### config.mk
export PLATFORM = sky130hd
export DESIGN_NAME = uart_rx
export DESIGN_NICKNAME = d
export VERILOG_FILES = /design/src/rtl/uart_rx.sv
export SDC_FILE = /design/constraint.sdc
export NUM_CORES = 1
export LEC_CHECK = 0
export ABC_AREA = 1
export CAP_MARGIN = 40
export CORE_MARGIN = 10
export CORE_UTILIZATION = 30
export DETAILED_ROUTE_END_ITERATION = 6
export GPL_TIMING_DRIVEN = 0
export PLACE_DENSITY = 0.58
export SLEW_MARGIN = 0
export SYNTH_ARGS = -nofsm -noshare
export SYNTH_HDL_FRONTEND = slang
export SYNTH_SLANG_ARGS = --single-unit
### constraint.sdc
create_clock -name sys_clk -period 4.6 [get_ports sys_clk]
set_input_delay 0.92 -clock sys_clk [delete_from_list [all_inputs] [get_ports sys_clk]]
set_output_delay 0.92 -clock sys_clk [all_outputs]
set_load 0.02 [all_outputs]
### src/rtl/uart_rx.sv
`timescale 1ns/1ps
// -----------------------------------------------------------------------------
// uart_rx
// Receives 8N1 serial frames: one start bit (0), eight data bits sent LSB
// first, one stop bit (1), no parity. The line is synchronised, the start
// edge is detected, and then every bit is decided by a 2-of-3 vote taken
// around the middle of the bit period.
//
// Parameters
//   CLK_FREQ  : system clock frequency in Hz
//   BAUD_RATE : serial bit rate in bit/s
// Ports
//   sys_clk   in   system clock, rising edge
//   sys_rst   in   asynchronous reset, active low
//   rxd       in   asynchronous serial line, idles high
//   rx_flag   out  one-cycle pulse: rx_data holds a newly received byte
//   rx_data   out  last byte received with a valid stop bit
//   rx_err    out  one-cycle pulse: framing error (stop bit sampled low)
// -----------------------------------------------------------------------------
module uart_rx #(
   parameter int CLK_FREQ  = 50_000_000,
   parameter int BAUD_RATE = 115200
) (
   input  logic       sys_clk,
   input  logic       sys_rst,
   input  logic       rxd,
   output logic       rx_flag,
   output logic [7:0] rx_data,
   output logic       rx_err
);

   localparam int BIT_CNT = CLK_FREQ / BAUD_RATE;
   localparam int HALF    = BIT_CNT / 2;
   localparam int CNT_W   = $clog2(BIT_CNT);

   localparam logic [CNT_W-1:0] C_LAST = CNT_W'(BIT_CNT - 1);
   localparam logic [CNT_W-1:0] C_SMPA = CNT_W'(HALF - 1);
   localparam logic [CNT_W-1:0] C_SMPB = CNT_W'(HALF);
   localparam logic [CNT_W-1:0] C_DEC  = CNT_W'(HALF + 1);

   typedef enum logic [2:0] {
      S_IDLE,
      S_START,
      S_DATA,
      S_STOP,
      S_WAIT_HIGH
   } state_t;

   logic [1:0]       r_sync;
   logic             r_prev;
   state_t           r_state;
   logic [CNT_W-1:0] r_cnt;
   logic [2:0]       r_bit_idx;
   logic [7:0]       r_shift;
   logic             r_samp_a;
   logic             r_samp_b;
   logic [7:0]       r_data;
   logic             r_flag;
   logic             r_err;

   state_t           w_state_next;
   logic [CNT_W-1:0] w_cnt_next;
   logic [2:0]       w_bit_idx_next;
   logic [7:0]       w_shift_next;
   logic [7:0]       w_data_next;
   logic             w_flag_next;
   logic             w_err_next;
   logic             w_rxd_s;
   logic             w_fall;
   logic             w_maj;
   logic             w_at_last;
   logic             w_at_dec;
   logic [CNT_W-1:0] w_cnt_inc;

   assign w_rxd_s   = r_sync[1];
   assign w_fall    = r_prev & ~w_rxd_s;
   // Two earlier samples plus the live one: any single-cycle glitch is outvoted.
   assign w_maj     = (r_samp_a & r_samp_b) | (r_samp_a & w_rxd_s) | (r_samp_b & w_rxd_s);
   assign w_at_last = (r_cnt == C_LAST);
   assign w_at_dec  = (r_cnt == C_DEC);
   assign w_cnt_inc = w_at_last ? '0 : r_cnt + 1'b1;

   always_comb begin
      w_state_next   = r_state;
      w_cnt_next     = r_cnt;
      w_bit_idx_next = r_bit_idx;
      w_shift_next   = r_shift;
      w_data_next    = r_data;
      w_flag_next    = 1'b0;
      w_err_next     = 1'b0;
      case (r_state)
         S_IDLE: begin
            w_cnt_next = '0;
            if (w_fall) begin
               w_state_next   = S_START;
               w_bit_idx_next = 3'd0;
            end
         end
         S_START: begin
            w_cnt_next = w_cnt_inc;
            if (w_at_dec && w_maj) begin
               // Start bit did not hold low through mid-bit: treat as a glitch.
               w_state_next = S_IDLE;
               w_cnt_next   = '0;
            end else if (w_at_last) begin
               w_state_next   = S_DATA;
               w_bit_idx_next = 3'd0;
            end
         end
         S_DATA: begin
            w_cnt_next = w_cnt_inc;
            if (w_at_dec) begin
               w_shift_next[r_bit_idx] = w_maj;
            end
            if (w_at_last) begin
               if (r_bit_idx == 3'd7) begin
                  w_state_next   = S_STOP;
                  w_bit_idx_next = 3'd0;
               end else begin
                  w_bit_idx_next = r_bit_idx + 3'd1;
               end
            end
         end
         S_STOP: begin
            w_cnt_next = w_cnt_inc;
            // Decide at mid stop bit and leave at once, so a start bit that
            // follows immediately is still caught from IDLE.
            if (w_at_dec) begin
               w_cnt_next = '0;
               if (w_maj) begin
                  w_data_next  = r_shift;
                  w_flag_next  = 1'b1;
                  w_state_next = S_IDLE;
               end else begin
                  w_err_next   = 1'b1;
                  w_state_next = S_WAIT_HIGH;
               end
            end
         end
         S_WAIT_HIGH: begin
            // A line stuck low after a framing error must not start a frame.
            w_cnt_next = '0;
            if (w_rxd_s) begin
               w_state_next = S_IDLE;
            end
         end
         default: begin
            w_state_next = S_IDLE;
            w_cnt_next   = '0;
         end
      endcase
   end

   always_ff @(posedge sys_clk or negedge sys_rst) begin
      if (!sys_rst) begin
         r_sync    <= 2'b11;
         r_prev    <= 1'b1;
         r_state   <= S_IDLE;
         r_cnt     <= '0;
         r_bit_idx <= 3'd0;
         r_shift   <= 8'h00;
         r_samp_a  <= 1'b1;
         r_samp_b  <= 1'b1;
         r_data    <= 8'h00;
         r_flag    <= 1'b0;
         r_err     <= 1'b0;
      end else begin
         r_sync    <= {r_sync[0], rxd};
         r_prev    <= w_rxd_s;
         r_state   <= w_state_next;
         r_cnt     <= w_cnt_next;
         r_bit_idx <= w_bit_idx_next;
         r_shift   <= w_shift_next;
         r_data    <= w_data_next;
         r_flag    <= w_flag_next;
         r_err     <= w_err_next;
         if (r_cnt == C_SMPA) r_samp_a <= w_rxd_s;
         if (r_cnt == C_SMPB) r_samp_b <= w_rxd_s;
      end
   end

   assign rx_flag = r_flag;
   assign rx_data = r_data;
   assign rx_err  = r_err;

endmodule

After elaboration in Yosys (flattened, before gate mapping)
Index checks and enable logic that the tools add are counted.

storage, ports and cells
  register bits = 38
  bits of input ports = 3
  output and inout port bits = 10
  word-level logic and storage cells = 75

operators by class
  add/sub/neg operators = 2
  magnitude comparators = 2
  equality and inequality tests = 17
  mux-type cells = 28
  bitwise operators = 7
  reduce and logical (&&, ||, !) cells = 8

operators by type and width
  kind                   number
  $mux W3                13
  $eq A9 B8 Y1 const B   3
  $mux W9                3
  $pmux W9 S3            1
  $pmux W3 S5            1
  $ne A2 B2 Y1 const B   7
  $add A9 B1 Y9 const B  1
  $eq A9 B9 Y1 const B   1
  $pmux W3 S3            1
  $bwmux W8              1
  $mux W1                7
  $eq A3 B2 Y1 const B   2
  $eq A3 B3 Y1 const B   2
  $reduce_and A6 Y1      1
  $reduce_and A5 Y1      1
  $and A1 B1 Y1          4
  $lt A3 B4 Y1 const B   1
  $add A3 B1 Y3 const B  1
  $demux W1 S3           1
  $eq A3 B1 Y1 const B   1
  $ge A3 B1 Y1 const B   1
  $logic_not A3 Y1       1
  $ne A3 B3 Y1 const B   1
  $reduce_and A3 Y1      1
  5 further kinds        7

Longest topological paths before layout
Gate-level depths: netlist of run 1.

  depth after elaboration = 6
  mapped depth = 10
  gate-level depth less buffers = 10

Worst setup path after synthesis of run 1
Ideal clock, no wire load.

  path type = register to register
  start point = register r_cnt[0]
  end point = register r_cnt[0]
  arrival time = 1329 ps
  required time = 4475 ps
  path slack = 3146 ps
  stages on the path, launching flop included = 10
  buffers on the path = 0
  cell sequence = dfrtp_1 -> inv_1 -> ha_1 -> nand2_1 -> nor2_4 -> nand3_2 -> nand2_2 -> nand2_2 -> o21ai_4 -> nor2_1

on the way
  word-level cells in the longest chain between the ends = 4
  elaborated cells on any way between the ends = 8
  those cells by class = add/sub (1); eq/ne (2); mux (4); reduce/logical (1)

ends and longest elaborated chain
  element                                                RTL line  RTL
  start, declared                                        52        logic [CNT_W-1:0] r_cnt;
  start signal, assigned                                 171       r_cnt <= w_cnt_next;
  $add A9 B1 Y9 (tied with other cells)                  81        assign w_cnt_inc = w_at_last ? '0 : r_cnt + 1'b1;
  $mux W9 / $logic_and A1 B1 Y1 (equally long branches)  81, 101
  $mux W9, on equally long branches                      128, 101
  $pmux W9 S3 (*)                                        91        case (r_state)
  named net w_cnt_next[0]                                62        logic [CNT_W-1:0] w_cnt_next;

The timed path passes the listed nets; every way through them passes the cells marked *.
A chain may end at the register's enable or synchronous reset.

Final worst setup path of run 1
  start point = register r_data[4] (netlist: rx_data[4])
  end point = output port rx_data[4]

RTL lines
  element                 RTL line  RTL
  start, declared         57        logic [7:0] r_data;
  start signal, assigned  174       r_data <= w_data_next;
  end, declared           28        output logic [7:0] rx_data,

No word-level cell between the ends.

==> results_dict.tcl, run 1 <==
set metrics [dict create \
    cts_max_level 2 \
    grt_antenna_before_repair 0 \
    final_max_slew_viol_count 0 \
    yosysWarnings 0 \
    yosys.cell_count.top_type "nand2_1" \
    outcome "finished clean" \
    clkPwrFrac_pct 31.7 \
    worst_pin_slew_ns 0.468 \
    avgSynthCellArea_um2 8.60 \
    yosysSeqAreaShare_pct 51.5 \
    yosysTopAreaCell "dfrtp_1" \
    vias 1367 \
    holdCritPathClass "reg2reg" \
    cp_num_buf_inv 1 \
    cp_cell_sequence "clkdlybuf4s50_1" \
    grt_pass1_vias 1330 \
    arrival_ns 1.25 \
    gp_congestion 0.817 \
    critPathTopFamily "buffers and inverters" \
    final_nets 245 \
    diodes 0 \
    slowest_stage "clkdlybuf4s50_1" \
    insertion_delay_ns 0.29 \
    cp_data_required_time_ns 3.68 \
    async_flop_share_pct 100 \
    grt_max_degree 21 \
    ios 13 \
    wl_mm 3.27 \
    leakagePower_nw 1.06 \
    drive_gt1_share_pct 12.7 \
    clkSinkCount 38 \
    postCtsSetupRepairBufs 0 \
    design_area_um2 2180 \
    setup_viol 0 \
    dieArea_um2 9740 \
    rows 28 \
    rsz0062_at_grt "no" \
    clk_path_buf_depth 2 \
    p_int_mw 0.496 \
    placed_cell_area_um2 2090 \
    fillers 623 \
    power_mw 0.706 \
    synth_edf_count 0 \
    fmax_mhz 461 \
    dieWidth_um 98.7 \
    cts_resized 0 \
    combPwrFrac_pct 17.3 \
    start_kind "flop" \
    power.switching_mw 0.210 \
    via_per_inst 4.38 \
    cts-hold-fix-buffers 0 \
    post-route-period-util_pct 47.2 \
    sw_frac_of_total_pct 29.7 \
    antenna_left 0 \
    setup_tns_ns 0 \
    period_minus_slack_ns 2.17 \
    chipHeight_um 98.7 \
    powerDensity_nw_per_um2 324 \
    critPathCaptureType "primary output" \
    dpl.hpwl_mm 2.51 \
    port_buffers 12 \
    grt_usage_pct 7.46 \
    vdd_ir_drop_max_uv 142 \
    area_growth_pct 17.4 \
    initial_core_util_pct 31.2 \
    drtIter0Drc 73 \
    root_buffer "clkbuf_8" \
    core_area_um2 5960 \
    drv_cap 0 \
    synth_cell_types 23 \
    synthTopCellsByArea "dfrtp_1 44%, nand2_1 13%, dfstp_2 7.1%" \
    cts_tree "yes" \
    pwr-share-seq_pct 51.0 \
    wl_per_cell_um 10.5 \
    slew_headroom_pct 68.8 \
    netlist_top_cells_count "63 x nand2_1, 33 x dfrtp_1, 25 x inv_1" \
    crit_fanout 2 \
    drc 0 \
    path_class "reg2out" \
    ys_ff_latch 38 \
    synth_ff_type "dfrtp_1" \
    cts-buffers-inserted 5 \
    clock_skew_ns 0.00896 \
    grt_pass1_wl_mm 6.07 \
    path_clk_slew_ns 0.08 \
    cp_slowest_stage_delay_ns 0.61 \
    hold_viol_final 0 \
    yosys.area.top_type_share_pct 44.5 \
    grt_overflow 0 \
    netlist_area_um2 1860 \
    synth_fp_nets 225 \
    synthCells 216 \
    dr.pass1.iters 4 \
]
## layout make-up
class | instances | area [um^2] | share of cell area [%]
clock buffer | 6 | 72.6 | 3.33
clock inverter | 2 | 13.8 | 0.631
inverter | 28 | 105 | 4.82
multi-input combinational | 150 | 795 | 36.5
sequential | 38 | 957 | 43.9
tap | 75 | 93.8 | 4.31
timing repair buffer | 13 | 143 | 6.54
## worst reg2reg max path, stage by stage, from the launching register on
cell     delay, ns
dfrtp_1       0.43
inv_1         0.10
ha_1          0.14
nand2_1       0.09
nor2_4        0.17
nand3_2       0.11
nand2_2       0.09
nand2_2       0.07
o21ai_4       0.26
nor2_1        0.08
## layer usage
metal  GRT usage, %  up-vias  routed length [um]
li1               -      722                   -
met1           8.93      623                1550
met2           11.7       18                1540
met3           2.44        4                 133
met4           3.64        0                  51
met5              0        -                   0
## per-stage QoR
| step | instances | util (%) | hold slack (ns) | setup WS (ns) |
|---|---|---|---|---|
| floorplan | 216 | - | 0.345 | 3.15 |
| global placement | 303 | 34.8 | 0.347 | 1.67 |
| global route | 312 | 36.6 | 0.373 | 2.37 |
| finish | 312 | 36.6 | 0.366 | 2.43 |
| CTS | 312 | 36.6 | 0.370 | 2.41 |
| detailed placement | 304 | 35.1 | 0.354 | 2.73 |
## sequential cells by signal, summed over array words and instances (netlist names)
| name | flops |
|---|---|
| r_bit_idx | 3 |
| r_cnt | 9 |
| r_prev | 1 |
| r_samp_a | 1 |
| r_samp_b | 1 |
| r_shift | 8 |
| r_state | 3 |
| r_sync | 2 |
| rx_data | 8 |
| rx_err | 1 |
| rx_flag | 1 |
## cell families after synthesis
group	after synthesis	synth area share (%)
AOI/OAI and AO/OA	18	5.80
adders and majority gates	6	4.04
xor gates and xnor gates	5	2.36
DFF	38	51.5
buffers and inverters	28	5.66
and+or+nand+nor	121	30.6
## final timing paths
kind	from	end	slack [ns]	cells after the start
min in group asynchronous	sys_rst	r_cnt[2]	0.57	1
max reg2reg	r_cnt[0]	r_cnt[1]	2.95	9
min	r_sync[0]	r_sync[1]	0.37	0
min reg2reg	r_sync[0]	r_sync[1]	0.37	0
max in group asynchronous	sys_rst	rx_err	3.57	2
max	rx_data[4]	rx_data[4]	2.43	1
## power by group through the flow
stage	clock (mW)	sequential [mW]	combinational, mW
6_report	0.224	0.360	0.122
5_1_grt	0.250	0.362	0.140
3_5_place_dp	0	0.366	0.125
4_1_cts	0.235	0.360	0.125
2_1_floorplan	0	0.363	0.0950
3_3_place_gp	0	0.366	0.121
## cell usage in the layout, fill, tap and decap left out, types with 2 or more instances in the layout
| cell type | n |
|---|---|
| clkbuf_8 | 5 |
| clkdlybuf4s50_1 | 11 |
| dfrtp_1 | 33 |
| dfstp_2 | 5 |
| ha_1 | 6 |
| inv_1 | 25 |
| inv_2 | 3 |
| nand2_1 | 63 |
| nand2_2 | 5 |
| nand3_1 | 21 |
| nand4_1 | 4 |
| nor2_1 | 21 |
| nor2_4 | 2 |
| o21ai_0 | 4 |
| o21ai_1 | 11 |
| xnor2_1 | 2 |
| xor2_1 | 3 |
(Power assumes the default switching activity.)
==> inputs of run 2 (changes only) <==
==> constraint.sdc (replaced) <==
create_clock -name sys_clk -period 2.1 [get_ports sys_clk]
set_input_delay 0.42 -clock sys_clk [delete_from_list [all_inputs] [get_ports sys_clk]]
set_output_delay 0.42 -clock sys_clk [all_outputs]
set_load 0.02 [all_outputs]
==> results of run 2 <==
The final DEF is identical to that of run 1. Status: finished clean.
Among the figures that moved: setup slack after placement 2.73 ns -> 0.439 ns; setup slack after layout 2.43 ns -> 0.429 ns; hold slack 0.366 ns -> 0.0746 ns; register-to-register setup slack 2.95 ns -> 0.45 ns; total power 0.706 mW -> 1.55 mW; worst IR drop on VDD 142 uV -> 311 uV
